===== config.mk =====
export PLATFORM = sky130hd
export DESIGN_NAME = outbuff_cntl
export DESIGN_NICKNAME = d
export VERILOG_FILES = /design/src/rtl/outbuff_cntl.sv
export SDC_FILE = /design/constraint.sdc
export NUM_CORES = 1
export LEC_CHECK = 0
export BUFFER_PORTS_ARGS = -buffer_cell sky130_fd_sc_hd__buf_2
export CAP_MARGIN = 15
export CORE_MARGIN = 5
export CORE_UTILIZATION = 45
export DETAILED_ROUTE_END_ITERATION = 10
export MAX_ROUTING_LAYER = met4
export SLEW_MARGIN = 20
export SYNTH_ARGS = -nofsm -noshare
export SYNTH_HDL_FRONTEND = slang
export SYNTH_SLANG_ARGS = --single-unit

===== constraint.sdc =====
create_clock -name clk -period 5.5 [get_ports clk]
set_input_delay 1.65 -clock clk [delete_from_list [all_inputs] [get_ports clk]]
set_output_delay 1.65 -clock clk [all_outputs]
set_load 0.01 [all_outputs]

===== src/rtl/outbuff_cntl.sv =====
// Output-buffer control: skid FIFO between encode engine and SRAM FIFO, with stripe row counting.
// Optional stall counter enabled by defining OUTBUFF_CNTL_STALL_CNT_EN.
module outbuff_cntl #(
  parameter int M_MAX         = 128,
  parameter int M_MIN         = 2,
  parameter int W             = 4,
  parameter int PACKET_LENGTH = 2,
  parameter int OUT_W         = W * PACKET_LENGTH,
  parameter int SKID_DEPTH    = 4,
  parameter int M_W           = $clog2(M_MAX + 1)
) (
  input  logic             clk,
  input  logic             rstn,
  input  logic             eng_rstn,
  input  logic             cntrl_outbuff_wr_en,
  input  logic [M_W-1:0]   MReg,
  input  logic [OUT_W-1:0] eng_res_data,
  input  logic             eng_res_val,
  output logic             eng_res_rdy,
  output logic             cntl_outbuf_fifo_wr_rq,
  output logic [OUT_W-1:0] cntl_outbuf_fifo_wr_data,
  input  logic             outbuf_fifo_cntl_full,
  output logic             stripe_done,
  output logic [15:0]      stripe_cnt,
  output logic             cfg_err,
  output logic             partial_err
`ifdef OUTBUFF_CNTL_STALL_CNT_EN
  , output logic [31:0]    stall_cycles
`endif
);

  localparam int AW = $clog2(SKID_DEPTH);
  localparam int PW = AW + 1;
  localparam logic [M_W-1:0] M_MIN_W = M_W'(M_MIN);

  typedef enum logic [1:0] {S_IDLE, S_RUN, S_DRAIN} state_t;

  state_t                            state_q, state_d;
  logic [PW-1:0]                     wr_ptr_q, wr_ptr_d, rd_ptr_q, rd_ptr_d;
  logic [SKID_DEPTH-1:0][OUT_W-1:0]  mem_q, mem_d;
  logic [M_W-1:0]                    m_lat_q, m_lat_d, row_q, row_d;
  logic [15:0]                       scnt_q, scnt_d;
  logic                              done_q, done_d, cfg_q, cfg_d, part_q, part_d;
  logic                              rdy_q, rdy_d;
  logic                              empty, full_d, push, pop;

  assign empty = (wr_ptr_q == rd_ptr_q);
  assign push  = eng_res_val & rdy_q;
  assign pop   = ~empty & ~outbuf_fifo_cntl_full & (state_q != S_IDLE);

  always_comb begin
    state_d  = state_q;
    wr_ptr_d = wr_ptr_q;
    rd_ptr_d = rd_ptr_q;
    mem_d    = mem_q;
    m_lat_d  = m_lat_q;
    row_d    = row_q;
    scnt_d   = scnt_q;
    done_d   = 1'b0;
    cfg_d    = cfg_q;
    part_d   = part_q;

    if (push) begin
      mem_d[wr_ptr_q[AW-1:0]] = eng_res_data;
      wr_ptr_d = wr_ptr_q + 1'b1;
    end
    if (pop) begin
      rd_ptr_d = rd_ptr_q + 1'b1;
      if (row_q == m_lat_q - 1'b1) begin
        row_d  = '0;
        scnt_d = scnt_q + 1'b1;
        done_d = 1'b1;
      end else begin
        row_d = row_q + 1'b1;
      end
    end

    case (state_q)
      S_IDLE: begin
        if (cntrl_outbuff_wr_en) begin
          if (MReg >= M_MIN_W) begin
            state_d = S_RUN;
            m_lat_d = MReg;
          end else begin
            cfg_d = 1'b1;
          end
        end
      end
      S_RUN: begin
        if (!cntrl_outbuff_wr_en) state_d = S_DRAIN;
      end
      S_DRAIN: begin
        if (empty) begin
          state_d = S_IDLE;
          if (row_q != '0) begin
            part_d = 1'b1;
            row_d  = '0;
          end
        end
      end
      default: state_d = S_IDLE;
    endcase

    if (!eng_rstn) begin
      state_d  = S_IDLE;
      wr_ptr_d = '0;
      rd_ptr_d = '0;
      mem_d    = '0;
      m_lat_d  = '0;
      row_d    = '0;
      scnt_d   = '0;
      done_d   = 1'b0;
      cfg_d    = 1'b0;
      part_d   = 1'b0;
    end

    // Ready is precomputed from next-cycle pointers so it is exact for the cycle it is used.
    full_d = (wr_ptr_d[AW] != rd_ptr_d[AW]) && (wr_ptr_d[AW-1:0] == rd_ptr_d[AW-1:0]);
    rdy_d  = (state_d == S_RUN) & ~full_d;
  end

  always_ff @(posedge clk or negedge rstn) begin
    if (!rstn) begin
      state_q  <= S_IDLE;
      wr_ptr_q <= '0;
      rd_ptr_q <= '0;
      mem_q    <= '0;
      m_lat_q  <= '0;
      row_q    <= '0;
      scnt_q   <= '0;
      done_q   <= 1'b0;
      cfg_q    <= 1'b0;
      part_q   <= 1'b0;
      rdy_q    <= 1'b0;
    end else begin
      state_q  <= state_d;
      wr_ptr_q <= wr_ptr_d;
      rd_ptr_q <= rd_ptr_d;
      mem_q    <= mem_d;
      m_lat_q  <= m_lat_d;
      row_q    <= row_d;
      scnt_q   <= scnt_d;
      done_q   <= done_d;
      cfg_q    <= cfg_d;
      part_q   <= part_d;
      rdy_q    <= rdy_d;
    end
  end

  assign eng_res_rdy              = rdy_q;
  assign cntl_outbuf_fifo_wr_rq   = pop;
  assign cntl_outbuf_fifo_wr_data = mem_q[rd_ptr_q[AW-1:0]];
  assign stripe_done              = done_q;
  assign stripe_cnt               = scnt_q;
  assign cfg_err                  = cfg_q;
  assign partial_err              = part_q;

`ifdef OUTBUFF_CNTL_STALL_CNT_EN
  logic [31:0] stall_q;

  always_ff @(posedge clk or negedge rstn) begin
    if (!rstn) begin
      stall_q <= '0;
    end else if (!eng_rstn) begin
      stall_q <= '0;
    end else if (~empty & outbuf_fifo_cntl_full & (stall_q != '1)) begin
      stall_q <= stall_q + 1'b1;
    end
  end

  assign stall_cycles = stall_q;
`endif

endmodule


-- Word level (Yosys, flattened, before mapping)
Cells that the tools add are included.
- add/subtract/negate cells: 5
- multiply operators: 0
- divide/modulo/power cells: 0
- magnitude comparators: 4
- equal/unequal tests: 17
- shifts and indexed selects: 0
- multiplexer cells: 41
- bitwise logic cells: 7
- reductions and logical operators: 9
- operators with widths (cell ; count):
    8-bit 2-to-1 mux ; 12
    32-bit 2-to-1 mux ; 2
    16-bit 2-to-1 mux ; 3
    32-bit bitwise mux ; 1
    2-bit by 1-bit != test with 1-bit output (second input constant) ; 9
    16-bit by 1-bit adder with 16-bit output (second input constant) ; 1
    8-bit binary-select mux with 2-bit select ; 1
    8-bit demux with 2-bit select ; 1
    3-bit 2-to-1 mux ; 4
    1-bit 2-to-1 mux ; 11
    2-bit 2-to-1 mux ; 5
    3-bit AND reduction ; 3
    8-bit by 1-bit adder with 8-bit output (second input constant) ; 1
    8-bit equality test ; 1
    8-bit by 2-bit >= comparator with 1-bit output (second input constant) ; 1
    8-bit nonzero test ; 1
    8-bit by 1-bit subtractor with 8-bit output (second input constant) ; 1
    3-bit by 1-bit adder with 3-bit output (second input constant) ; 2
    2-bit by 3-bit less-than comparator with 1-bit output (second input constant) ; 2
    2-bit one-hot mux with 3 select lines ; 1
    1-bit bitwise AND ; 4
    2-bit by 1-bit equality test with 1-bit output (second input constant) ; 2
    3-bit equality test ; 1
    1-bit inverter ; 3
    9 further kinds ; 10
- bits in registers: 76
- bits in latches: 0
- RAM bits: 0
- memory bits (read-only): 0
- input bits: 22
- output and inout bits: 29
- word-level logic and storage cells: 97
- memories: 0

-- Longest topological paths before layout
- word-level depth: 10
- gate-level depth with buffers: 10
- gate-level depth less buffers: 8

-- Worst setup path after synthesis
No wires, ideal clock.
- kind: input-to-output
- start point: input port outbuf_fifo_cntl_full
- end point: output port cntl_outbuf_fifo_wr_rq
- arrival: 2165 ps
- required time: 3850 ps
- path slack: 1685 ps
- stages on the path: 3
- path buffers: 0
- cells stage by stage: o21bai_1 a31o_2 inv_2
- cells in the longest elaborated chain, start to end: 3
- RTL lines (element ; line ; RTL):
    start: declaration ; 22 ; input logic outbuf_fifo_cntl_full,
    1-bit inverter ; 49 ; assign pop = ~empty & ~outbuf_fifo_cntl_full & (state_q != S_IDLE);
    1-bit bitwise AND (2 in a row) ; 49 ;
    end: declaration ; 20 ; output logic cntl_outbuf_fifo_wr_rq,
Every way passes these cells.

-- Worst setup path after layout
Same ends and word-level chain as after synthesis.

==> results.cfg <==
[global_routing]
use_met1 = 0.219
grt.met2_usage = 0.285
antenna_found_initial = 0
grt_pass1_vias = 3207
grtUsageTotal = 0.174
met3_usage = 0.0285
top_usage_layer = met2
grt_max_degree = 77
grt_first_pass_wirelength_um = 15500
globalRouteOverflowTotal = 0

[synthesis]
synthFlopType = dfrtp_1
yosysWarnings = 0
synth-edff-count = 0
syn_inst = 401
synth_seq_cells = 76
syn_nets = 432
ys_seq_area_frac = 0.459
syn_area_mm2 = 0.00415
post_synth_num_cell_types = 50
async_flop_share = 1.00
avgSynthCellArea_um2 = 10.3

[finish]
drive_above_1_share = 0.193
fin_area_mm2 = 0.00465
n_antenna_cell = 0
multi_input_area_mm2 = 0.00208
area_growth_syn_to_layout_pct = 12.2
ff_latch_area_mm2 = 0.00190
nNetsFinal = 471
fin_util = 0.511
fill_cells = 848

[pwr]
power.internal_mw = 0.864
p_leak_nw = 2.18
ir_worst_vdd_mv = 0.132
combPwrFrac = 0.097
p_per_area_mw_per_mm2 = 251
switching_share = 0.259
seqPwrFrac = 0.495
power_mw = 1.17
switching_power_mw = 0.302
clkPwrFrac = 0.407

[die]
rows = 35
core_area_mm2 = 0.00911
top_level_ports = 51
die-area_mm2 = 0.0112
start_util = 0.455
die-height_um = 106
die_x_um = 106

[placement]
place_hpwl_um = 6100
globalplace.congestion = 0.770
placed_area_mm2 = 0.00443
io_buffers = 50

[setup_path]
crit_required_ps = 3850
regToRegSetupSlack_ps = 2760
path_class = in2out
cp.arrival_ps = 2600
crit_path_start_kind = input port
cp_max_fo = 11
critPathCaptureType = output pin

[timing]
tns_ps = 0
max_freq_ghz = 0.235
skew_ps = 11.5
final.min_clock_period_ps = 4250
worst_pin_slew_ps = 972
rsz0062_at_grt = no
finalHoldViolCount = 0
timing.final.crit_share = 0.772
drv_slew = 0
slew-limit-headroom = 0.352
setup_viol_count_final = 0

[clocking]
cts_sinks = 76
root_buffer = clkbuf_8
numCtsBuffers = 9
holdBufCountCts = 0
cts_tree = done
cts.reportedPaths.clkPinSlew_ps = 80
htreeDepth = 3
clock_latency_ps = 350
cts_setup_buffers = 0
cts_resized = 0
clock_path_buffers = 2

[detailed_routing]
detail-route-antenna-nets = 0
drtIter0Drc = 92
drc = 0
routedWlPerCell_um = 16.1
vias_per_cell = 5.70
num_vias = 3170
drtPass1Iterations = 4
wl_um = 8960

[run_status]
status = completed

[run]
timing.max_cap.violations = 0

[hold_path]
min_path_type = reg2reg
[layout make-up]
type / instances / area share
Multi-Input combinational cell: 291 / 0.448
Sequential cell: 76 / 0.409
Timing Repair Buffer: 52 / 0.0575
Tap cell: 111 / 0.0298
Clock buffer: 9 / 0.0266
Clock inverter: 7 / 0.0212
Inverter: 10 / 0.00807
[flip-flops by register name (all words and copies together) (netlist names)]
name         cells
mem_q           32
rd_ptr_q         3
state_q          2
stripe_done      1
row_q            8
eng_res_rdy      1
wr_ptr_q         3
stripe_cnt      16
cfg_err          1
m_lat_q          8
partial_err      1
[cells in the mapped netlist (2+ instances only)]
| cell type | n | area (um^2) |
|---|---|---|
| a21oi_1 | 22 | 110 |
| a22o_1 | 8 | 70.1 |
| a31o_2 | 2 | 17.5 |
| a31oi_1 | 2 | 12.5 |
| and2_1 | 2 | 12.5 |
| and3_1 | 2 | 12.5 |
| and4_1 | 3 | 26.3 |
| buf_1 | 4 | 15.0 |
| buf_2 | 5 | 25.0 |
| buf_6 | 3 | 33.8 |
| clkbuf_1 | 11 | 41.3 |
| dfrtp_1 | 76 | 1900 |
| ha_1 | 9 | 113 |
| inv_1 | 9 | 33.8 |
| mux2i_1 | 31 | 310 |
| mux4_2 | 8 | 180 |
| nand2_1 | 36 | 135 |
| nand2b_1 | 17 | 106 |
| nand3_1 | 13 | 65.1 |
| nand3b_1 | 2 | 15.0 |
| nand4_1 | 7 | 43.8 |
| nor2_1 | 41 | 154 |
| nor2b_1 | 2 | 12.5 |
| nor3_1 | 11 | 55.1 |
| nor3b_1 | 4 | 30.0 |
| nor4_1 | 6 | 37.5 |
| o21ai_0 | 6 | 30.0 |
| o22ai_1 | 2 | 12.5 |
| o311ai_1 | 7 | 61.3 |
| o41ai_1 | 8 | 70.1 |
| or3_1 | 2 | 12.5 |
| xnor2_1 | 20 | 175 |
| xor2_1 | 3 | 26.3 |
[layer usage]
layer  vias up  wire length (um)  part of all wire
met4         0                48            0.0054
met3         4               348             0.039
li1       1518                 -                 -
met2        52              4530              0.51
met5         -                 0                 0
met1      1596              4030              0.45
[kinds of logic after synthesis]
group,Yosys count,share of synthesized area
AND/OR/NAND/NOR,156,0.199
flip-flops,76,0.459
AO/OA/AOI/OAI,63,0.106
multiplexers,39,0.118
buffers and inverters,34,0.0386
XOR/XNOR,24,0.0525
adder cells (fa/ha/maj),9,0.0272
[worst paths after layout]
check	startpoint	cells after the start	to
setup / recovery	outbuf_fifo_cntl_full	5	cntl_outbuf_fifo_wr_rq
hold / removal	cfg_err$_DFFE_PN0P_	2	cfg_err$_DFFE_PN0P_
setup reg to reg	rd_ptr_q[0]$_DFF_PN0_	6	stripe_cnt[13]$_DFFE_PN0P_
hold reg to reg	cfg_err$_DFFE_PN0P_	2	cfg_err$_DFFE_PN0P_
max in group asynchronous	rstn	1	stripe_done$_DFF_PN0_
min in group asynchronous	rstn	1	m_lat_q[2]$_DFFE_PN0P_
[cells in the final DEF (no fill, tap or decap), types with 4 or more instances in the layout]
| cell type | n |
|---|---|
| dfrtp_1 | 76 |
| buf_2 | 49 |
| nor2_1 | 41 |
| nand2_1 | 36 |
| mux2i_1 | 31 |
| a21oi_1 | 22 |
| xnor2_1 | 20 |
| nand2b_1 | 17 |
| nand3_1 | 13 |
| nor3_1 | 11 |
| inv_1 | 9 |
| ha_1 | 9 |
| clkbuf_8 | 9 |
| mux4_2 | 8 |
| a22o_1 | 8 |
| o41ai_1 | 8 |
| nand4_1 | 7 |
| o311ai_1 | 7 |
| nor4_1 | 6 |
| o21ai_0 | 6 |
| nor3b_1 | 4 |
[critical path, stage by stage]
cell and delay, ps:
buf_2 100, o21bai_1 160, a31o_2 320, inv_2 190, buf_2 170
[through the flow]
| step | std cells | hold slack, ps | setup WS (ps) |
|---|---|---|---|
| 2_1_floorplan | 401 | 484 | 1680 |
| 3_3_place_gp | 540 | 489 | 1260 |
| 3_5_place_dp | 540 | 485 | 1240 |
| 4_1_cts | 556 | 505 | 1240 |
| 5_1_grt | 556 | 524 | 1190 |
| 6_report | 556 | 499 | 1250 |
[power groups by stage]
stage | combinational, mW | sequential (mW) | clock [mW]
floorplan | 0.0813 | 0.584 | 0
global placement | 0.113 | 0.589 | 0
detailed placement | 0.116 | 0.589 | 0
CTS | 0.116 | 0.578 | 0.491
global route | 0.128 | 0.579 | 0.514
finish | 0.113 | 0.578 | 0.475
No activity file was read; power rests on OpenSTA's default activity.
